File: config.mk
export PLATFORM = sky130hd
export DESIGN_NAME = lane_merge_41
export DESIGN_NICKNAME = d
export VERILOG_FILES = /design/src/rtl/lane_merge_41.sv
export SDC_FILE = /design/constraint.sdc
export NUM_CORES = 1
export LEC_CHECK = 0
export CORE_AREA = 4 4 41 43
export CTS_BUF_LIST = sky130_fd_sc_hd__clkbuf_8
export CTS_CLUSTER_SIZE = 24
export DETAILED_ROUTE_END_ITERATION = 10
export DIE_AREA = 0 0 45 47
export PLACE_DENSITY = 0.67
export SYNTH_ARGS = -nofsm -noshare
export SYNTH_HDL_FRONTEND = slang
export SYNTH_SLANG_ARGS = --single-unit
export TNS_END_PERCENT = 10
File: constraint.sdc
create_clock -name inClk -period 4.2 [get_ports inClk]
set_input_delay 0.84 -clock inClk [delete_from_list [all_inputs] [get_ports inClk]]
set_output_delay 0.84 -clock inClk [all_outputs]
set_load 0.01 [all_outputs]
File: src/rtl/lane_merge_41.sv
// 4:1 lane merger: serializes a 4-bit lane group onto one valid/ready bit stream.
// Optional MERGE_PARITY_EN appends an even-parity beat (^hold) after lane 3.
module lane_merge_41 #(
  parameter int LSB_FIRST = 1
) (
  input  logic       inClk,
  input  logic       inRst_n,
  input  logic [3:0] inData,
  input  logic       inValid,
  output logic       outReady,
  output logic       outData,
  output logic       outValid,
  input  logic       inReady,
  output logic [1:0] outSel,
  output logic       outLast
);

`ifdef MERGE_PARITY_EN
  localparam logic [2:0] LAST_BEAT = 3'd4;
`else
  localparam logic [2:0] LAST_BEAT = 3'd3;
`endif

  typedef enum logic {IDLE, SHIFT} state_t;

  state_t     state, state_nx;
  logic [3:0] hold, hold_nx;
  logic [2:0] beat, beat_nx;
  logic       accept, xfer;
  logic       bit_nx;
  logic [1:0] sel_nx;

  assign outReady = (state == IDLE) || (outLast && inReady);

  always_comb begin
    state_nx = state;
    hold_nx  = hold;
    beat_nx  = beat;
    accept   = inValid && outReady;
    xfer     = outValid && inReady;
    case (state)
      IDLE: begin
        if (accept) begin
          state_nx = SHIFT;
          hold_nx  = inData;
          beat_nx  = '0;
        end
      end
      SHIFT: begin
        if (xfer) begin
          if (beat == LAST_BEAT) begin
            beat_nx = '0;
            if (accept) hold_nx  = inData;
            else        state_nx = IDLE;
          end else begin
            beat_nx = beat + 3'd1;
          end
        end
      end
      default: state_nx = IDLE;
    endcase
  end

  // Outputs are registered, so they are derived from the next-state values.
  always_comb begin
    sel_nx = (LSB_FIRST != 0) ? beat_nx[1:0] : 2'd3 - beat_nx[1:0];
    bit_nx = hold_nx[sel_nx];
`ifdef MERGE_PARITY_EN
    if (beat_nx == 3'd4) begin
      bit_nx = ^hold_nx;
      sel_nx = 2'b11;
    end
`endif
    if (state_nx == IDLE) begin
      bit_nx = 1'b0;
      sel_nx = '0;
    end
  end

  always_ff @(posedge inClk or negedge inRst_n) begin
    if (!inRst_n) begin
      state    <= IDLE;
      hold     <= '0;
      beat     <= '0;
      outValid <= 1'b0;
      outData  <= 1'b0;
      outSel   <= '0;
      outLast  <= 1'b0;
    end else begin
      state    <= state_nx;
      hold     <= hold_nx;
      beat     <= beat_nx;
      outValid <= (state_nx == SHIFT);
      outData  <= bit_nx;
      outSel   <= sel_nx;
      outLast  <= (state_nx == SHIFT) && (beat_nx == LAST_BEAT);
    end
  end

endmodule

==> results.cfg, run 1 <==
[outcome]
status = completed

[floorplanning]
dieArea_um2 = 2120
die-width_um = 45
core_um2 = 1300
initial_utilization = 0.422
row_count = 13
die-height_um = 47
ios = 14

[clock_network]
path_clk_slew_ns = 0.05
cts-root-buf = clkbuf_8
cts.sinks = 12
cts_max_path_buffers = 2
numCtsBuffers = 3
cts_tree = done
cts_hold_buf = 0
cts_resized = 0
cts_setup_buffers = 0
worstSkewPairLatency_ns = 0.24
htreeDepth = 1

[placement]
port_buffers = 13
gp_congestion = 0.802
post-dp-hpwl_um = 729
place_inst = 75

[final_layout]
n_antenna_cell = 0
drive_above_1_share = 0.141
multi_input_area_um2 = 225
area_growth_pct = 36.2
fillers = 123
final_cells = 79
nets = 74
layout_common_cells = 13 x clkdlybuf4s50_1, 12 x dfrtp_1, 5 x inv_1
ff_latch_area_um2 = 300
layout_commonest_cell = clkdlybuf4s50_1

[synth]
synth-seq-cells = 12
async_flop_share = 1.00
synth-simple-area-share = 0.171
synth.distinct_cells = 21
synthesis.area_um2 = 549
yosys.area_share.adder = 0.0228
synthesis.nets = 57
yosys.area.top_type = dfrtp_1
synthDominantCellAreaShare = 0.547
synth_xor_area_frac = 0
syn_inst = 48
muxShareOfSynthArea = 0.107
postSynthAreaPerCell_um2 = 11.4
synth_top_family_by_area = simple AND/OR/NAND/NOR gates
yosysSeqAreaShare = 0.547
synth_compound_area_frac = 0.109
ys_warn_count = 0
ys.flop_type = dfrtp_1
synthTopCellsByArea = dfrtp_1 55%, mux2_2 6.2%, inv_1 3.4%
synth-edff-count = 0

[global_routing]
grt_pass1_vias = 415
grt_start_max_net_pins = 13
grt_use_total = 0.116
overflow = 0
grt_pass1_wl_um = 1730
antenna_found_initial = 0

[power]
vdd_ir_drop_max_mv = 0.404
p_leak_nw = 0.339
powerDensity_nw_per_um2 = 746
p_total_mw = 0.558

[route]
ant_nets = 0
drt_wl_total_um = 1010
vias = 403
dr.first_iter.drc_count = 5
drcViolationCount = 0
dr.pass1.iters = 4
vias_per_cell = 5.10
wl_per_cell_um = 12.7

[timing]
max_slew_margin = 0.660
period_needed_ns = 2.95
hold_viol = 0
rsz0062_at_grt = no
fin_skew_ns = 0.00181
final.setup.tns_ns = 0
tightest_slew_ns = 0.508
layout_worst_path_cycle_share = 0.702
clock.fmax_mhz = 339
finalMaxSlewViolations = 0
setup_viol = 0

[worst_hold_path]
holdPathStages = 2
hp-start = hold[2]
hold_end = hold[2]
hp-class = register to register

[critical_path]
cp_cell_sequence = clkdlybuf4s50_1 > nand2_1 > nand2_1 > clkdlybuf4s50_1
crit_type = primary input to output pin
crit_path_max_fanout = 6
rr_worst_depth = 6
startpoint_type = primary input
crit_required_ns = 3.36
slowest_delay_ns = 0.59
crit_path_end_kind = output pin
slowest_stage = clkdlybuf4s50_1
r2r_start = beat[1]
worstPathArrival_ns = 2.11
r2r_setup_slack_ns = 2.00
r2r-end = outData

[flow_run]
cap_violations = 0
## critical path: cells and delay by family
family | cells | cell delay [ns]
simple gates | 2 | 0.14
buf+inv | 2 | 1.12
## logic make-up after synthesis
family          after synthesis
flops                        12
compound gates                8
simple gates                 16
buf+inv                       6
mux                           5
fa+ha+maj                     1
## through the flow
stage	worst slack, ns	util	hold WS (ns)	area (um2)
final	1.25	0.575	0.489	748
after CTS	1.24	0.575	0.495	748
after global routing	1.13	0.575	0.523	748
after global placement	1.16	0.533	0.465	693
after detailed placement	1.13	0.533	0.485	693
after floorplan	1.91	-	0.447	549
## metal layers
layer / vias to the layer above / global-route usage / routed length (um)
li1: 200 / - / -
met1: 186 / 0.138 / 462
met2: 12 / 0.186 / 437
met3: 5 / 0.0345 / 71
met4: 0 / 0.0702 / 33
met5: - / 0 / 0
## power breakdown
part | leakage, nW | total [mW] | switching, mW | internal [mW]
registers | 0.148 | 0.197 | 0.0309 | 0.166
logic | 0.162 | 0.237 | 0.104 | 0.133
clock network | 0.0288 | 0.124 | 0.0415 | 0.0827
## how the worst max path moves through the flow
stage / cells after the start / end / slack, ns / start
6_report: 4 / outReady / 1.25 / inReady
4_1_cts: 4 / outReady / 1.24 / inReady
3_5_place_dp: 6 / outData / 1.13 / inReady
5_1_grt: 4 / outReady / 1.13 / inReady
2_1_floorplan: 5 / outData / 1.91 / inReady
3_3_place_gp: 6 / outData / 1.16 / inReady
## cell type report
cell class | instances | share of cell area
multi-input combinational | 30 | 0.301
tap | 15 | 0.0251
clock buffer | 4 | 0.0736
timing repair buffer | 13 | 0.174
sequential | 12 | 0.401
inverter | 5 | 0.0251
## cells in the mapped netlist, types with 2 or more instances
cell type	instances
a21oi_1	3
a31oi_1	2
dfrtp_1	12
inv_1	5
mux2_2	3
nand2_1	4
nor2_1	3
nor2b_1	2
nor3_1	2
## registers in the layout, summed over array words and instances, names as in the netlist
| name | count |
|---|---|
| outData | 1 |
| state | 1 |
| outSel | 2 |
| hold | 4 |
| outLast | 1 |
| beat | 3 |
(Power assumes the default switching activity.)
==> run 2, diff against run 1 <==
--- a/config.mk
+++ b/config.mk
@@ -10,7 +10,7 @@
 export CTS_CLUSTER_SIZE = 24
 export DETAILED_ROUTE_END_ITERATION = 10
 export DIE_AREA = 0 0 45 47
-export PLACE_DENSITY = 0.67
+export PLACE_DENSITY = 0.7
 export SYNTH_ARGS = -nofsm -noshare
 export SYNTH_HDL_FRONTEND = slang
 export SYNTH_SLANG_ARGS = --single-unit
==> constraint.sdc (replaced) <==
create_clock -name inClk -period 2.7 [get_ports inClk]
set_input_delay 0.54 -clock inClk [delete_from_list [all_inputs] [get_ports inClk]]
set_output_delay 0.54 -clock inClk [all_outputs]
set_load 0.01 [all_outputs]
==> run 2 against run 1 <==
Net effect: core utilization fell by 0.48 points; routed wire length rose by 5.1%; setup slack got worse by 0.91 ns; register-to-register slack got worse by 1.3 ns; critical path depth did not move; via count rose by 3.7%; die area did not move; critical endpoint unchanged.
==> results.cfg, run 2 (synthesized netlist as in run 1, its figures left out) <==
[outcome]
status = completed

[power]
vdd_ir_drop_max_mv = 0.462
p_leak_nw = 0.337
p_total_mw = 0.837
powerDensity_nw_per_um2 = 1130

[clock_network]
cts_tree = done
cts-root-buf = clkbuf_8
numCtsBuffers = 3
cts.sinks = 12
path_clk_slew_ns = 0.05
cts_hold_buf = 0
cts_setup_buffers = 0
cts_resized = 0
htreeDepth = 1
worstSkewPairLatency_ns = 0.23
cts_max_path_buffers = 2

[route]
vias_per_cell = 5.29
drcViolationCount = 0
vias = 418
wl_per_cell_um = 13.4
ant_nets = 0
dr.first_iter.drc_count = 3
dr.pass1.iters = 4
drt_wl_total_um = 1060

[floorplanning]
initial_utilization = 0.422
ios = 14
core_um2 = 1300
dieArea_um2 = 2120
die-height_um = 47
row_count = 13
die-width_um = 45

[final_layout]
layout_commonest_cell = clkdlybuf4s50_1
regMostFlops = hold
final_cells = 79
design_area_um2 = 742
layout_common_cells = 13 x clkdlybuf4s50_1, 12 x dfrtp_1, 5 x inv_1
n_antenna_cell = 0
drive_above_1_share = 0.141
largest_reg_flops = 4
top_regs = hold x4, beat x3, outSel x2
nets = 75
area_growth_pct = 35.1

[critical_path]
critPathBufInv = 2
crit_path_end_kind = output pin
slowest_stage = clkdlybuf4s50_1
slowest_delay_ns = 0.60
worstPathArrival_ns = 1.82
startpoint_type = primary input
crit_type = primary input to output pin
crit_path_max_fanout = 6
cp_cell_sequence = clkdlybuf4s50_1 > nand2_1 > nand2_1 > clkdlybuf4s50_1
cp_top_family = buffers and inverters
crit_required_ns = 2.16

[timing]
tightest_slew_ns = 0.512
finalMaxSlewViolations = 0
fin_skew_ns = 0.000487
period_needed_ns = 2.36
max_slew_margin = 0.658
layout_worst_path_cycle_share = 0.873
final.setup.tns_ns = 0
rsz0062_at_grt = no
clock.fmax_mhz = 424
hold_viol = 0
setup_viol = 0

[placement]
post-dp-hpwl_um = 774
port_buffers = 13
place_inst = 76
placed_cell_area_um2 = 701
gp_congestion = 0.781

[flow_run]
cap_violations = 0

[global_routing]
antenna_found_initial = 0
grt_pass1_vias = 364
grt_start_max_net_pins = 13
grt_pass1_wl_um = 1590
grt_use_total = 0.109
overflow = 0

[worst_hold_path]
hp-class = register to register
run 2: cell types whose count changed in the layout (fill, tap and decap cells not counted):
cell,change
buf_4,+1
clkbuf_8,-1
run 2: where the power goes:
group	switching [mW]	internal [mW]
Combinational	0.163	0.211
Sequential	0.0503	0.259
Clock	0.0565	0.0975
run 2: worst register-to-register path, stage by stage, from the launching register on:
cell      delay (ns)
dfrtp_1         0.40
ha_1            0.30
mux2_4          0.27
a22o_4          0.29
or4_1           0.47
and4bb_1        0.20
run 2: worst paths after layout:
path | slack, ns | cells after the start | end | from
setup / recovery | 0.34 | 4 | outReady | inReady
hold / removal | 0.50 | 1 | hold[3] | hold[3]
setup reg to reg | 0.67 | 5 | outData | beat[0]
hold reg to reg | 0.50 | 1 | hold[3] | hold[3]
max in group asynchronous | 1.71 | 1 | hold[3] | inRst_n
min in group asynchronous | 0.65 | 1 | hold[2] | inRst_n
run 2: metal layers:
metal,part of all wire,track usage
met5,0,0
met4,0.014,0.0702
met3,0.063,0.0307
met2,0.46,0.175
met1,0.46,0.127
run 2: final cells by class:
class	instances	area, um2
well taps	15	18.8
flip-flops and latches	12	300
repair buffers	14	138
multi-input cells	30	225
clock buffers	3	41.3
inverters	5	18.8
fillers	123	559
run 2: stage by stage:
step | hold WS, ns | utilization | worst slack [ns]
after floorplan | 0.244 | - | 0.710
after global placement | 0.465 | 0.538 | 0.156
after detailed placement | 0.490 | 0.538 | 0.133
after CTS | 0.501 | 0.570 | 0.340
after global routing | 0.509 | 0.570 | 0.284
final | 0.497 | 0.570 | 0.342
